==> src/rtl/haze_pkg.sv <==
// rtl/haze_pkg.sv - shared constants, divider states and byte helpers for haze_auto_levels
package haze_pkg;

  localparam int          PIX_W    = 8;
  localparam int          GAIN_W   = 16;
  localparam logic [15:0] GAIN_ONE = 16'd256;
  localparam logic [15:0] DIV_NUM  = 16'd65280;

  typedef enum logic [1:0] {IDLE, DIV, COMMIT} div_state_t;

  function automatic logic [PIX_W-1:0] min3(input logic [3*PIX_W-1:0] p);
    logic [PIX_W-1:0] m;
    m = p[7:0];
    if (p[15:8] < m) m = p[15:8];
    if (p[23:16] < m) m = p[23:16];
    return m;
  endfunction

  function automatic logic [PIX_W-1:0] max3(input logic [3*PIX_W-1:0] p);
    logic [PIX_W-1:0] m;
    m = p[7:0];
    if (p[15:8] > m) m = p[15:8];
    if (p[23:16] > m) m = p[23:16];
    return m;
  endfunction

  function automatic logic [PIX_W-1:0] sat8(input logic [23:0] v);
    return (|v[23:8]) ? 8'hFF : v[7:0];
  endfunction

endpackage

==> src/rtl/seq_div_u16_u8.sv <==
// rtl/seq_div_u16_u8.sv - restoring divider, 16-bit numerator by 8-bit divisor, one quotient bit per cycle
module seq_div_u16_u8
  import haze_pkg::*;
(
  input  logic              clk,
  input  logic              rst_n,
  input  logic              start,
  input  logic              abort,
  input  logic [GAIN_W-1:0] num,
  input  logic [PIX_W-1:0]  den,
  output logic              busy,
  output logic              done,
  output logic [GAIN_W-1:0] quot
);

  logic [GAIN_W-1:0] num_r;
  logic [PIX_W-1:0]  den_r;
  logic [PIX_W-1:0]  rem;
  logic [3:0]        cnt;
  logic [PIX_W:0]    rem_sh;
  logic              ge;

  // done marks the cycle whose closing edge produces the last quotient bit
  assign rem_sh = {rem, num_r[GAIN_W-1]};
  assign ge     = (rem_sh >= {1'b0, den_r});
  assign done   = busy && (cnt == 4'd15);

  // start (re)loads operands and wins over abort; otherwise iterate while busy
  always_ff @(posedge clk) begin
    if (!rst_n) begin
      num_r <= '0;
      den_r <= '0;
      rem   <= '0;
      quot  <= '0;
      cnt   <= '0;
      busy  <= 1'b0;
    end else if (start) begin
      num_r <= num;
      den_r <= den;
      rem   <= '0;
      quot  <= '0;
      cnt   <= '0;
      busy  <= 1'b1;
    end else if (abort) begin
      busy  <= 1'b0;
    end else if (busy) begin
      num_r <= {num_r[GAIN_W-2:0], 1'b0};
      rem   <= ge ? 8'(rem_sh - {1'b0, den_r}) : rem_sh[PIX_W-1:0];
      quot  <= {quot[GAIN_W-2:0], ge};
      cnt   <= cnt + 4'd1;
      if (cnt == 4'd15) busy <= 1'b0;
    end
  end

endmodule

==> src/rtl/haze_auto_levels.sv <==
// rtl/haze_auto_levels.sv - per-frame min/max auto-levels stretch applied to the following frame
module haze_auto_levels
  import haze_pkg::*;
#(
  parameter int MIN_RANGE = 32,
  parameter int GAIN_FRAC = 8
)
(
  input  logic                clk,
  input  logic                rst_n,
  input  logic                pre_frame_vsync,
  input  logic                pre_frame_href,
  input  logic                pre_frame_clken,
  input  logic [3*PIX_W-1:0]  pre_img,
  output logic                post_frame_vsync,
  output logic                post_frame_href,
  output logic                post_frame_clken,
  output logic [3*PIX_W-1:0]  post_img,
  output logic [PIX_W-1:0]    coef_lo,
  output logic [GAIN_W-1:0]   coef_gain,
  output logic                coef_update
);

  logic              vsync_q, frame_edge, bypass, byp_q;
  logic [PIX_W-1:0]  pix_min, pix_max, run_min, run_max, lat_lo, range_c;
  div_state_t        state, state_nxt;
  logic              div_start, div_abort, div_busy, div_done, commit_en;
  logic [GAIN_W-1:0] div_quot;

  logic [2:0]              vs_d, hr_d, ck_d;
  logic [2:0][PIX_W-1:0]   d1;
  logic [GAIN_W-1:0]       g1;
  logic [2:0][23:0]        m2;
  logic [3*PIX_W-1:0]      img3;

  // the range decision uses the same values that are being latched on the edge
  assign frame_edge = pre_frame_vsync & ~vsync_q;
  assign pix_min    = min3(pre_img);
  assign pix_max    = max3(pre_img);
  assign range_c    = run_max - run_min;
  assign bypass     = (run_max < run_min) || (range_c < 8'(MIN_RANGE));

  // frame statistics; a pixel on the edge cycle seeds the new frame's accumulators
  always_ff @(posedge clk) begin
    if (!rst_n) begin
      vsync_q <= 1'b0;
      run_min <= 8'hFF;
      run_max <= 8'h00;
      lat_lo  <= 8'h00;
      byp_q   <= 1'b1;
    end else begin
      vsync_q <= pre_frame_vsync;
      if (frame_edge) begin
        lat_lo  <= run_min;
        byp_q   <= bypass;
        run_min <= pre_frame_clken ? pix_min : 8'hFF;
        run_max <= pre_frame_clken ? pix_max : 8'h00;
      end else if (pre_frame_clken) begin
        if (pix_min < run_min) run_min <= pix_min;
        if (pix_max > run_max) run_max <= pix_max;
      end
    end
  end

  seq_div_u16_u8 u_div (
    .clk   (clk),
    .rst_n (rst_n),
    .start (div_start),
    .abort (div_abort),
    .num   (DIV_NUM),
    .den   (range_c),
    .busy  (div_busy),
    .done  (div_done),
    .quot  (div_quot)
  );

  // divider state register
  always_ff @(posedge clk) begin
    if (!rst_n) state <= IDLE;
    else        state <= state_nxt;
  end

  // a frame edge always restarts the sequence, dropping any unfinished commit
  always_comb begin
    state_nxt = state;
    div_start = 1'b0;
    div_abort = 1'b0;
    commit_en = 1'b0;
    if (frame_edge) begin
      div_start = !bypass;
      div_abort = bypass && (state == DIV);
      state_nxt = bypass ? COMMIT : DIV;
    end else begin
      case (state)
        DIV: begin
          if (div_done)      state_nxt = COMMIT;
          else if (!div_busy) state_nxt = IDLE;
        end
        COMMIT: begin
          commit_en = 1'b1;
          state_nxt = IDLE;
        end
        default: state_nxt = IDLE;
      endcase
    end
  end

  // coefficient registers, written only when leaving COMMIT
  always_ff @(posedge clk) begin
    if (!rst_n) begin
      coef_lo     <= 8'h00;
      coef_gain   <= GAIN_ONE;
      coef_update <= 1'b0;
    end else begin
      coef_update <= commit_en;
      if (commit_en) begin
        coef_lo   <= byp_q ? 8'h00 : lat_lo;
        coef_gain <= byp_q ? GAIN_ONE : div_quot;
      end
    end
  end

  // 3-stage stretch; the gain travels with the pixel so a commit never splits one
  always_ff @(posedge clk) begin
    if (!rst_n) begin
      vs_d <= '0;
      hr_d <= '0;
      ck_d <= '0;
      d1   <= '0;
      g1   <= '0;
      m2   <= '0;
      img3 <= '0;
    end else begin
      vs_d <= {vs_d[1:0], pre_frame_vsync};
      hr_d <= {hr_d[1:0], pre_frame_href};
      ck_d <= {ck_d[1:0], pre_frame_clken};
      g1   <= coef_gain;
      for (int i = 0; i < 3; i++) begin
        d1[i] <= (pre_img[i*8 +: 8] > coef_lo) ? pre_img[i*8 +: 8] - coef_lo : 8'd0;
        m2[i] <= {16'd0, d1[i]} * {8'd0, g1};
        img3[i*8 +: 8] <= sat8(m2[i] >> GAIN_FRAC);
      end
    end
  end

  assign post_frame_vsync = vs_d[2];
  assign post_frame_href  = hr_d[2];
  assign post_frame_clken = ck_d[2];
  assign post_img         = img3;

endmodule
==> config.mk <==
export PLATFORM = sky130hd
export DESIGN_NAME = haze_auto_levels
export DESIGN_NICKNAME = d
export VERILOG_FILES = /design/src/rtl/haze_pkg.sv /design/src/rtl/seq_div_u16_u8.sv /design/src/rtl/haze_auto_levels.sv
export SDC_FILE = /design/constraint.sdc
export NUM_CORES = 1
export LEC_CHECK = 0
export BUFFER_PORTS_ARGS = -buffer_cell sky130_fd_sc_hd__buf_2
export CAP_MARGIN = 30
export CORE_ASPECT_RATIO = 1.25
export CORE_MARGIN = 3
export CORE_UTILIZATION = 35
export DETAILED_ROUTE_END_ITERATION = 7
export PLACE_DENSITY_LB_ADDON = 0.3
export REMOVE_ABC_BUFFERS = 1
export SLEW_MARGIN = 20
export SYNTH_ARGS = -nofsm -noshare
export SYNTH_HDL_FRONTEND = slang
export SYNTH_SLANG_ARGS = --single-unit
==> constraint.sdc <==
create_clock -name clk -period 11.1 [get_ports clk]
set_clock_uncertainty 0.05 [all_clocks]
set_input_delay 2.22 -clock clk [delete_from_list [all_inputs] [get_ports clk]]
set_output_delay 2.22 -clock clk [all_outputs]
set_load 0.05 [all_outputs]
### Yosys cells after proc, flatten, opt, wreduce, memory -nomap -nowiden

Index checks and enable logic that the tools add are counted.

* add/subtract/negate cells: 6
* multiply operators: 3
* order comparisons: 12
* equality and inequality tests: 5
* muxes and demuxes: 34
* bitwise operators: 4
* reductions and logical operators: 19

Operators with widths (count)
* 8-bit two-way mux: 17
* 8-bit by 16-bit multiplier with 24-bit output: 3
* 16-bit two-way mux: 4
* 8-bit > comparator: 6
* 8-bit subtractor: 5
* 8-bit < comparator: 4
* 8-bit OR reduction: 3
* 2-bit AND reduction: 7
* 2-bit two-way mux: 5
* 9-bit by 8-bit greater-or-equal comparator with 1-bit output: 1
* 8-bit by 6-bit < comparator with 1-bit output (second input constant): 1
* 1-bit two-way mux: 8
* 2-bit nonzero test: 4
* 4-bit by 1-bit adder with 4-bit output (second input constant): 1
* 4-bit == test (second input constant): 1
* 4-bit != test (second input constant): 1
* 1-bit inverter: 3
* 2-bit by 1-bit == test with 1-bit output (second input constant): 1
* 2-bit == test (second input constant): 1
* 1-bit logical AND: 2
* 2-bit != test (second input constant): 1
* 2-bit OR reduction: 1
* 1-bit bitwise AND: 1
* 1-bit logical NOT: 1
* 1-bit logical OR: 1

* flip-flop bits (word level): 243
* input port bits: 29
* word-level logic and storage cells: 109

### Depth between registers and ports, before layout

* word-level depth: 8
* mapped depth: 27
* mapped depth without buffers: 25

### Cells and area by module

A second synthesis with hierarchy kept.

* cell total of the unflattened synthesis: 2398
* area total of the unflattened synthesis: 21005.1 µm²

By module, submodules not included
* haze_auto_levels: times used 1, cells an instance 2087, area an instance 18459.0 µm²
* seq_div_u16_u8: times used 1, cells an instance 311, area an instance 2546.2 µm²

### Worst setup path after synthesis

OpenSTA, ideal clock, no wires.

* path kind: input to register
* from: in pre_img[5]
* to: reg run_max[1]
* arrival: 6.476 ns
* data required time: 10.991 ns
* slack: 4.515 ns
* stages: 26
* path buffers: 3
* cell sequence: inv_1 ha_1 a21oi_1 nor2_1 a211oi_2 nand2_2 o21a_1 buf_2 mux2i_1 ha_1 a21o_1 a21o_1 a21oi_1 o21ai_0 nand2_1 clkbuf_1 a21oi_1 ha_1 a21o_1 a21o_1 a21oi_1 o21ai_0 a21oi_1 and2_1 clkbuf_1 a22o_1

* word-level cells in the longest chain between the ends: 7
* elaborated cells between the ends (all ways): 11
* classes of those cells: order compare: 3; mux: 6; reduce/logical: 2

Ends and longest elaborated chain
* start: declaration: line haze_auto_levels.sv:14 `input logic [3*PIX_W-1:0] pre_img,`
* 8-bit > comparator: line haze_pkg.sv:22 `if (p[15:8] > m) m = p[15:8];`
* 8-bit two-way mux (*): line haze_pkg.sv:22
* 8-bit > comparator: line haze_pkg.sv:23 `if (p[23:16] > m) m = p[23:16];`
* 8-bit two-way mux (*): line haze_pkg.sv:23
* 8-bit > comparator or 8-bit two-way mux (tied branches): line haze_auto_levels.sv:60 `if (pix_max > run_max) run_max <= pix_max;`
* 2-bit nonzero test (no line) or 8-bit two-way mux (tied branches)
* 2-bit AND reduction (no line) or 8-bit two-way mux (tied branches)
* end signal: assignment: line haze_auto_levels.sv:57 `run_max <= pre_frame_clken ? pix_max : 8'h00;`
* end signal: assignment: line haze_auto_levels.sv:60
* end: declaration: line haze_auto_levels.sv:25 `logic [PIX_W-1:0] pix_min, pix_max, run_min, run_max, lat_lo, range_c;`

Mark *: on every way between the ends. The rest lies on a longest branch, timed or not. The select of a mux whose other input is x is not followed.
A chain may end at the register's enable or synchronous reset.

### Worst setup path in the final report

* from: in pre_img[7]
* to: reg run_max[1]

Same word-level chain as after synthesis.

==> flow_metrics.env <==
export IMPL_status="finished, final reports clean"
export IMPL_critPathLaunch="pre_img[7]"
export IMPL_drc=0
export IMPL_r2r_start="g1[2]$_SDFF_PN0_"
export IMPL_overflow=0
export IMPL_path_buf_inv=2
export IMPL_rsz0062_at_grt="false"
export IMPL_htree_levels=1
export IMPL_r2r_cells=17
export IMPL_antenna_left=0
export IMPL_final_core_util_pct=39.01
export IMPL_worst_pin_slew_ps=945.6
export IMPL_crit_required_ps=11490
export IMPL_crit_top_cell="a21oi_1"
export IMPL_antenna_found_initial=0
export IMPL_post_cts_buffers=0
export IMPL_pwr_share_comb_pct=12.8
export IMPL_arrival_ps=7290
export IMPL_via_per_inst=4.988
export IMPL_place_area_mm2=0.02143
export IMPL_critPathMaxFanout=15
export IMPL_yosysSeqAreaShare_pct=21.54
export IMPL_rows=98
export IMPL_grt_pass1_wl_um=83060
export IMPL_cts_hold_buf=0
export IMPL_cts_buffer_depth=3
export IMPL_met3_usage_pct=2.006
export IMPL_routed_wl_um=50000
export IMPL_critPathMaxStageDelay_ps=490
export IMPL_ios=81
export IMPL_grt_max_degree=79
export IMPL_gr_usage_met2_pct=31.15
export IMPL_antenna_cells=0
export IMPL_power_internal_mw=1.445
export IMPL_drt_pass1_iter_count=5
export IMPL_num_vias=15310
export IMPL_synth_area_leader_cell="fa_1"
export IMPL_syn_inst=2266
export IMPL_finalHoldViolations=0
export IMPL_die_h_um=275.0
export IMPL_cp_depth=25
export IMPL_synth_edf_count=0
export IMPL_synth_area_mm2=0.02026
export IMPL_clkTransAtPathRegs_ps=60
export IMPL_cts_repair_resized=0
export IMPL_clkLatencyLatePin_ps=570
export IMPL_switching_share_pct=27.49
export IMPL_ir_drop_uv=106.4
export IMPL_startpoint_type="input port"
export IMPL_final_common_cell="inv_1"
export IMPL_slew_headroom_pct=36.88
export IMPL_reg2reg_to="m2[71]$_SDFF_PN0_"
export IMPL_seqPwrFrac_pct=42.5
export IMPL_finalCritPeriodShare_pct=62.20
export IMPL_cp_endpoint="run_max[1]$_SDFFE_PN0P_"
export IMPL_grt_busiest_layer="met2"
export IMPL_wl_per_cell_um=16.29
export IMPL_clock_root_buffer="clkbuf_16"
export IMPL_grt_usage_pct=16.55
export IMPL_cellLeakagePower_nw=9.846
export IMPL_syn_avg_cell_area_um2=8.942
export IMPL_gp_congestion=0.8917
export IMPL_initial_core_util_pct=35.39
export IMPL_final_cell_mix="293 x inv_1, 291 x nand2_1, 254 x fa_1"
export IMPL_core_area_mm2=0.05726
export IMPL_dieWidth_um=221.2
export IMPL_cts_buffers=26
export IMPL_drt_iter0_markers=699
export IMPL_die_area_mm2=0.06084
export IMPL_setup_viol=0
export IMPL_min_path_type="flop to flop"
export IMPL_synth_cell_types=65
export IMPL_final_area_mm2=0.02234
export IMPL_synth_top_area_share_pct=25.09
export IMPL_critPathTopFamily="compound AO/OA/AOI/OAI gates"
export IMPL_area_growth_pct=10.23
export IMPL_finalCriticalPeriod_ps=6904
export IMPL_p_per_area_mw_per_mm2=89.20
export IMPL_grt_pass1_vias=16210
export IMPL_power_frac_clock_pct=44.8
export IMPL_fmax_mhz=144.8
export IMPL_power_net_switching_mw=0.5478
export IMPL_crit_path_top_delay_cell="o21a_1"
export IMPL_final_nets=2787
export IMPL_met1_usage_pct=20.10
export IMPL_yosys_warnings=0
export IMPL_crit_path_end_kind="flop"
export IMPL_hpwl_um=38070
export IMPL_synth_ff_type="dfxtp_1"
export IMPL_cts_tree="built"
export IMPL_maxCapViolations=0
export IMPL_netlist_top_cells_area="fa_1 25%, dfxtp_1 22%, ha_1 12%, and2_1 6.1%, inv_1 5.4%"
export IMPL_drive_gt1_share_pct=6.986
export IMPL_r2r_setup_slack_ps=5530
export IMPL_port_buffers=80
export IMPL_cts_sinks=218
export IMPL_ys_seq_elements=218
export IMPL_postSynth_asyncResetShare_pct=0
export IMPL_final_setup_tns_ps=0
export IMPL_drv_slew=0
export IMPL_crit_type="input port to flop"
[flip-flops by register name, indices dropped and copies added, names as in the netlist, 2 cells and up]
signal,cells
ck_d,3
coef_gain,16
coef_lo,8
d1,24
g1,16
hr_d,3
lat_lo,8
m2,48
post_img,24
run_max,8
run_min,8
state,2
u_div.cnt,4
u_div.den_r,8
u_div.num_r,8
u_div.quot,16
u_div.rem,8
vs_d,3
[how the worst min path moves through the flow]
| stage | from | to | slack (ps) | depth (start not counted) |
|---|---|---|---|---|
| after detailed placement | ck_d[0]$_SDFF_PN0_ | ck_d[1]$_SDFF_PN0_ | 370 | 1 |
| final | m2[60]$_SDFF_PN0_ | post_img[20]$_SDFF_PN0_ | 380 | 2 |
| after global routing | ck_d[0]$_SDFF_PN0_ | ck_d[1]$_SDFF_PN0_ | 400 | 1 |
| after floorplan | ck_d[0]$_SDFF_PN0_ | ck_d[1]$_SDFF_PN0_ | 360 | 1 |
| after CTS | m2[60]$_SDFF_PN0_ | post_img[20]$_SDFF_PN0_ | 390 | 2 |
| after global placement | hr_d[1]$_SDFF_PN0_ | hr_d[2]$_SDFF_PN0_ | 370 | 1 |
[tightest hold or removal path: stages (launching register included)]
cell,delay [ps]
dfxtp_1,300
nor2_1,40
nor2_1,70
[logic make-up (layout without fill, tap and decap cells)]
kind of cell,Yosys count,in the layout,share of synthesized area (%)
buffers and inverters,388,441,7.373
multiplexers,56,56,2.772
AND/OR/NAND/NOR,834,834,19.63
flip-flops,218,218,21.54
AO/OA/AOI/OAI,265,265,8.966
adder cells (fa/ha/maj),456,456,37.57
XOR/XNOR,49,49,2.155
[power by group through the flow]
stage	clock network [mW]	registers, mW	logic (mW)
floorplan	0	0.847	0.174
global placement	0	0.863	0.246
detailed placement	0	0.863	0.254
CTS	0.925	0.846	0.255
global route	0.953	0.850	0.287
finish	0.892	0.846	0.254
[synth_stat cells (3+ instances only)]
cell type / number
nand2_1: 291
nand4b_1: 3
nand3b_1: 9
nand4_1: 20
ha_1: 202
o221ai_1: 3
a211oi_2: 3
a2111oi_0: 3
clkbuf_1: 84
or3_1: 4
nand3_1: 26
nor2b_1: 29
nor2_1: 185
o21a_1: 31
o31ai_1: 7
a21o_1: 27
inv_1: 294
dfxtp_1: 218
nand2b_1: 16
o31a_1: 6
mux2i_1: 55
nor3_1: 35
a31oi_1: 5
a22o_1: 7
and2_1: 199
a21boi_0: 6
o21ai_0: 30
nor4_1: 8
xor2_1: 20
buf_6: 4
o21bai_1: 9
fa_1: 254
buf_2: 6
o2111ai_1: 3
a211oi_1: 13
a21oi_1: 81
xnor2_1: 28
o21ai_1: 5
o32a_1: 8
[through the flow]
| step | setup slack, ps | hold WS (ps) | cells | total power, mW |
|---|---|---|---|---|
| 2_1_floorplan | 4620 | 361.8 | 2172 | 1.022 |
| 6_report | 4196 | 382.6 | 3069 | 1.992 |
| 3_5_place_dp | 3695 | 369.6 | 3023 | 1.117 |
| 4_1_cts | 4275 | 385.5 | 3068 | 2.026 |
| 3_3_place_gp | 3789 | 366.2 | 3019 | 1.109 |
| 5_1_grt | 3708 | 401.1 | 3069 | 2.090 |
[per-layer routing]
layer	routed length, um	up-vias	part of all wire, %
met5	0	-	0
met4	986	0	2.0
met3	1763	65	3.5
met2	26000	243	52
met1	21250	7696	42
li1	-	7304	-
[final cells by class]
| type | instances | area, um^2 |
|---|---|---|
| flip-flops and latches | 218 | 4364 |
| clock inverters | 12 | 187.7 |
| fillers | 5744 | 34930 |
| well taps | 750 | 938.4 |
| inverters | 294 | 1105 |
| repair buffers | 102 | 615.6 |
| multi-input cells | 1660 | 14420 |
| clock buffers | 33 | 706.9 |
Power figures use the tool's default switching activity.
